## src/rtl/opendap_apb_test_slave.sv

```systemverilog
// APB3 test completer for the Mem-AP downstream bus: ID register, scratch RAM,
// transfer counter, and bus-programmable wait-state / error-response injection.
module opendap_apb_test_slave #(
    parameter logic [31:0] ID_VALUE   = 32'h0da9_7e57,
    parameter int unsigned RAM_WORDS  = 64,
    parameter logic [7:0]  RESET_WAIT = 8'h00
) (
    input  logic        swclk,
    input  logic        rst_n_por,
    input  logic        psel,
    input  logic        penable,
    input  logic        pwrite,
    input  logic [31:0] paddr,
    input  logic [31:0] pwdata,
    output logic [31:0] prdata,
    output logic        pready,
    output logic        pslverr
);

    localparam int unsigned IDX_W     = (RAM_WORDS > 1) ? $clog2(RAM_WORDS) : 1;
    localparam logic [6:0]  RAM_LIMIT = 7'(RAM_WORDS);

    typedef enum logic {
        IDLE,
        ACCESS
    } state_e;

    state_e      state_q, state_d;
    logic [7:0]  wait_cnt_q, wait_cnt_d;
    logic [7:0]  wait_cfg_q, wait_cfg_d;
    logic        force_once_q, force_once_d;
    logic        err_ram_wr_q, err_ram_wr_d;
    logic [15:0] access_count_q, access_count_d;
    logic [31:0] last_addr_q, last_addr_d;
    logic [31:0] ram_q [RAM_WORDS];

    logic             sel_id, sel_wait, sel_err, sel_count, sel_last, sel_ram;
    logic [5:0]       ram_idx;
    logic [IDX_W-1:0] ram_ptr;
    logic             ram_oor;
    logic [31:0]      ram_rdata;
    logic [31:0]      read_data;
    logic             xfer_err;
    logic             complete;
    logic             wr_commit;
    logic             ram_we;

    // Decode from the low 12 address bits only, so the map aliases every 4 KiB.
    always_comb begin
        sel_id    = (paddr[11:2] == 10'h000);
        sel_wait  = (paddr[11:2] == 10'h001);
        sel_err   = (paddr[11:2] == 10'h002);
        sel_count = (paddr[11:2] == 10'h003);
        sel_last  = (paddr[11:2] == 10'h004);
        sel_ram   = (paddr[11:8] == 4'h1);
        ram_idx   = paddr[7:2];
        ram_ptr   = ram_idx[IDX_W-1:0];
        ram_oor   = sel_ram && ({1'b0, ram_idx} >= RAM_LIMIT);
    end

    always_comb begin
        ram_rdata = '0;
        if (!ram_oor) begin
            ram_rdata = ram_q[ram_ptr];
        end
    end

    always_comb begin
        read_data = paddr;
        if (sel_id) begin
            read_data = ID_VALUE;
        end else if (sel_wait) begin
            read_data = {24'd0, wait_cfg_q};
        end else if (sel_err) begin
            read_data = {30'd0, err_ram_wr_q, force_once_q};
        end else if (sel_count) begin
            read_data = {16'd0, access_count_q};
        end else if (sel_last) begin
            read_data = last_addr_q;
        end else if (sel_ram) begin
            read_data = ram_rdata;
        end
    end

    // Error sources listed in priority order; all of them merely set pslverr.
    always_comb begin
        xfer_err = 1'b0;
        if (force_once_q) begin
            xfer_err = 1'b1;
        end else if (paddr[1:0] != 2'b00) begin
            xfer_err = 1'b1;
        end else if (ram_oor) begin
            xfer_err = 1'b1;
        end else if (sel_ram && pwrite && err_ram_wr_q) begin
            xfer_err = 1'b1;
        end
    end

    always_comb begin
        state_d    = state_q;
        wait_cnt_d = wait_cnt_q;
        complete   = 1'b0;
        unique case (state_q)
            IDLE: begin
                if (psel && !penable) begin
                    state_d    = ACCESS;
                    wait_cnt_d = wait_cfg_q;
                end
            end
            ACCESS: begin
                if (!psel) begin
                    state_d = IDLE;
                end else if (penable) begin
                    if (wait_cnt_q != 8'd0) begin
                        wait_cnt_d = wait_cnt_q - 8'd1;
                    end else begin
                        complete = 1'b1;
                        state_d  = IDLE;
                    end
                end
            end
            default: state_d = IDLE;
        endcase
    end

    always_comb begin
        pready  = complete;
        pslverr = complete && xfer_err;
        prdata  = '0;
        if (complete && !pwrite && !xfer_err) begin
            prdata = read_data;
        end
    end

    // Counter bump and FORCE_ONCE clear come first so a same-cycle write overrides them.
    always_comb begin
        wait_cfg_d     = wait_cfg_q;
        force_once_d   = force_once_q;
        err_ram_wr_d   = err_ram_wr_q;
        access_count_d = access_count_q;
        last_addr_d    = last_addr_q;
        wr_commit      = complete && pwrite && !xfer_err;
        ram_we         = wr_commit && sel_ram;
        if (complete) begin
            access_count_d = access_count_q + 16'd1;
            last_addr_d    = paddr;
            force_once_d   = 1'b0;
        end
        if (wr_commit) begin
            if (sel_wait) begin
                wait_cfg_d = pwdata[7:0];
            end
            if (sel_err) begin
                force_once_d = pwdata[0];
                err_ram_wr_d = pwdata[1];
            end
            if (sel_count) begin
                access_count_d = '0;
            end
        end
    end

    always_ff @(posedge swclk or negedge rst_n_por) begin
        if (!rst_n_por) begin
            state_q        <= IDLE;
            wait_cnt_q     <= '0;
            wait_cfg_q     <= RESET_WAIT;
            force_once_q   <= 1'b0;
            err_ram_wr_q   <= 1'b0;
            access_count_q <= '0;
            last_addr_q    <= '0;
        end else begin
            state_q        <= state_d;
            wait_cnt_q     <= wait_cnt_d;
            wait_cfg_q     <= wait_cfg_d;
            force_once_q   <= force_once_d;
            err_ram_wr_q   <= err_ram_wr_d;
            access_count_q <= access_count_d;
            last_addr_q    <= last_addr_d;
        end
    end

    always_ff @(posedge swclk) begin
        if (ram_we) begin
            ram_q[ram_ptr] <= pwdata;
        end
    end

endmodule

```

## config.mk

```make
export PLATFORM = sky130hd
export DESIGN_NAME = opendap_apb_test_slave
export DESIGN_NICKNAME = d
export VERILOG_FILES = /design/src/rtl/opendap_apb_test_slave.sv
export SDC_FILE = /design/constraint.sdc
export NUM_CORES = 2
export LEC_CHECK = 0
export ABC_CLOCK_PERIOD_IN_PS = 9000
export BUFFER_PORTS_ARGS = -buffer_cell sky130_fd_sc_hd__clkbuf_2
export CAP_MARGIN = 10
export CORE_UTILIZATION = 65
export DETAILED_ROUTE_END_ITERATION = 8
export PLACE_DENSITY = 0.82
export SYNTH_ARGS = -nofsm -noshare
export SYNTH_HDL_FRONTEND = slang
export SYNTH_SLANG_ARGS = --single-unit
```

## constraint.sdc

```tcl
create_clock -name swclk -period 9 [get_ports swclk]
set_input_delay 0.9 -clock swclk [delete_from_list [all_inputs] [get_ports swclk]]
set_output_delay 0.9 -clock swclk [all_outputs]
set_load 0.02 [all_outputs]
```

==> flow_metrics.py <==
metrics = {
    "route": {
        "drtIter0Drc": 9648,
        "vias": 47100,
        "viasPerCell": 7.83,
        "dr.pass1.iters": 9,
        "avgRoutedWirePerCell_um": 42.5,
        "wl_um": 256000,
        "ant_nets": 0,
        "drc": 3,
    },
    "placement": {
        "port_buffers": 102,
        "gp_congestion": 0.919,
        "hpwl_um": 132000,
        "post_dp_cell_area_um2": 85700,
    },
    "outcome": {
        "outcome": "finished, violations left",
        "violations": "design-rule violations, max-slew violations",
    },
    "final_layout": {
        "fillCellCount": 6429,
        "layout-drive-gt1-share": 0.258,
        "fin_nets": 4264,
        "final_area_um2": 92400,
        "seqCellArea_um2": 63200,
        "syn_to_final_growth_pct": 11.2,
        "multi_input_area_um2": 18800,
    },
    "min_path": {
        "hold_path_class": "primary input to register",
        "hold_path_startpoint": "paddr[31]",
        "min_path_cells": 3,
        "min_to": "last_addr_q[31]$_DFFE_PN0N_",
    },
    "worst_setup_path": {
        "start_kind": "primary input",
        "worstPathMaxFanout": 122,
        "r2r-end": "ram_q[53][19]$_DFFE_PP_",
        "worst_ep_required_time_ps": 8100,
        "arrival_ps": 5210,
        "worst_r2r_path_depth": 8,
        "timing.rr.start": "wait_cnt_q[0]$_DFFE_PN0P_",
        "cp-end-kind": "output pin",
        "critPathKind": "primary input to output pin",
        "crit_start": "paddr[2]",
        "reg2reg_slack_ps": 3590,
    },
    "sta": {
        "slew_headroom": -0.0490,
        "finalSetupViolCount": 0,
        "setup_tns_ps": 0,
        "worst_slew_pin_slew_ps": 1570,
        "rsz0062_at_grt": "false",
        "slew_viol_final": 1,
        "period_needed_ps": 6110,
        "period_share": 0.679,
        "hold_viol": 0,
        "finalClockSkew_ps": 27.4,
        "fmax_mhz": 164,
    },
    "global_routing": {
        "antenna_found_initial": 20,
        "grt_start_max_net_pins": 125,
        "globalRoute.totalOverflow": 0,
        "grt_first_pass_wirelength_um": 349000,
        "grt_pass1_vias": 46100,
        "track_usage": 0.394,
    },
    "clock_network": {
        "clock-sinks": 2115,
        "cts_tree": "built",
        "htreeDepth": 4,
        "hold_buffers": 0,
        "post_cts_buffers": 0,
        "cts_buffers": 196,
        "clkLatencyLatePin_ps": 850,
        "cts.path.max_buffers": 3,
        "clk_pin_slew_ps": 60,
        "cts_root_buf": "clkbuf_16",
        "post_cts_resized": 0,
    },
    "synth": {
        "synth_edf_count": 2048,
        "ys_seq_elements": 2115,
        "yosys_warnings": 0,
        "synth_async_sr_flop_share": 0.0317,
        "syn-num-nets": 4039,
        "synthDistinctLibCells": 81,
        "avgSynthCellArea_um2": 20.9,
        "ys_seq_area_frac": 0.760,
        "synth.area.top_cells": "edfxtp_1 (74%), mux4_2 (13%), mux2i_1 (2.5%)",
        "synth_top_area_cell": "edfxtp_1",
        "synthCells": 3967,
        "yosys_most_used_dff": "edfxtp_1",
        "syn-cell-area_um2": 83100,
        "synth_top_cell_area_share": 0.740,
    },
    "power_and_ir_drop": {
        "power.density_nw_per_um2": 220,
        "ir_drop_mv": 0.149,
        "p_leak_nw": 29.8,
    },
    "floorplanning": {
        "die_w_um": 360,
        "fp.dieH_um": 360,
        "start_util": 0.658,
        "io_pins": 103,
        "core_area_um2": 126000,
        "rows": 130,
        "die-area_um2": 129000,
    },
    "flow_run": {
        "cap_violations": 0,
    },
}
==> state kept, by name, summed over array words and instances, names as in the netlist <==
signal and count:
last_addr_q 32, force_once_q 1, err_ram_wr_q 1, wait_cnt_q 8
ram_q 2048, access_count_q 16, state_q 1, wait_cfg_q 8
==> stage by stage <==
step                       util  instances  worst slack (ps)  total power, mW  hold slack (ps)
after floorplan               -       3967              4820             11.7              440
after global placement    0.679       5631              3160             12.0              456
after detailed placement  0.679       5632              3090             12.0              462
after CTS                 0.730       5996              3090             20.2              248
after global routing      0.732       6011              2890             20.7              283
final                     0.732       6018              2890             20.3              280
==> final cells by class <==
class,instances,area share
Clock inverter,115,0.0127
Clock buffer,249,0.0562
Inverter,20,0.000840
Antenna cell,10,0.000271
Sequential cell,2115,0.684
Tap cell,1650,0.0223
Multi-Input combinational cell,1613,0.203
Timing Repair Buffer,246,0.0205
==> worst max-delay path, stage by stage <==
cell	delay (ps)
buf_8	550
buf_12	660
mux2i_1	200
a22oi_1	1230
nand3_1	490
nand3_1	210
o211ai_1	270
a31oi_1	340
clkbuf_2	220
==> power by group <==
part           leakage [nW]  internal (mW)  total [mW]  switching (mW)
Clock                  3.09           4.71        8.42            3.70
Sequential             19.3           10.8        10.9          0.0448
Combinational          7.40          0.356        1.03           0.677
Total                  29.8           15.9        20.3            4.42
==> kinds of logic after synthesis <==
logic type | Yosys count | share of synthesized area
flops | 2115 | 0.760
mux | 718 | 0.161
simple gates | 556 | 0.0309
compound gates | 322 | 0.0263
buf+inv | 239 | 0.0195
xor+xnor | 14 | 0.00148
fa+ha+maj | 3 | 0.000452
==> cells in the mapped netlist, types with 31 or more instances <==
master and count:
a21oi_1 61, a22oi_1 53, buf_2 60, buf_6 31
clkbuf_1 63, dfrtp_1 67, edfxtp_1 2048, mux2i_1 205
mux4_2 484, nand2_1 252, nand3_1 42, nor2_1 120
o21ai_0 48, o22ai_1 35
==> worst max-delay path by stage <==
stage	end	slack (ps)
2_1_floorplan	ram_q[0][0]$_DFFE_PP_	4820
5_1_grt	prdata[1]	2890
3_3_place_gp	ram_q[53][19]$_DFFE_PP_	3160
6_report	prdata[11]	2890
4_1_cts	prdata[2]	3090
3_5_place_dp	ram_q[53][16]$_DFFE_PP_	3090
==> layout by cell type (no fill, tap or decap), drive strengths merged, types with 13 or more instances in the layout <==
| master | netlist | routed |
|---|---|---|
| nand3 | 42 | 42 |
| a22oi | 53 | 53 |
| and3 | 13 | 13 |
| dfrtp | 67 | 67 |
| nand4 | 16 | 16 |
| nor2b | 21 | 21 |
| nor2 | 125 | 125 |
| inv | 19 | 28 |
| mux2 | 23 | 23 |
| clkbuf | 63 | 345 |
| o22ai | 35 | 35 |
| buf | 156 | 150 |
| o21ai | 55 | 55 |
| clkinv | 1 | 80 |
| edfxtp | 2048 | 2048 |
| o2111ai | 13 | 13 |
| bufinv | 0 | 22 |
| a211oi | 22 | 22 |
| mux4 | 490 | 490 |
| a21oi | 61 | 61 |
| mux2i | 205 | 205 |
| nor4 | 14 | 14 |
| nor3 | 21 | 21 |
| nand2 | 252 | 252 |
==> metal layers <==
layer	up-vias	track usage	share of wire
met2	5548	0.596	0.45
met4	30	0.246	0.074
li1	16900	-	-
met5	-	0	0.00079
met3	1216	0.135	0.17
met1	23400	0.496	0.31
Power figures use the tool's default switching activity.
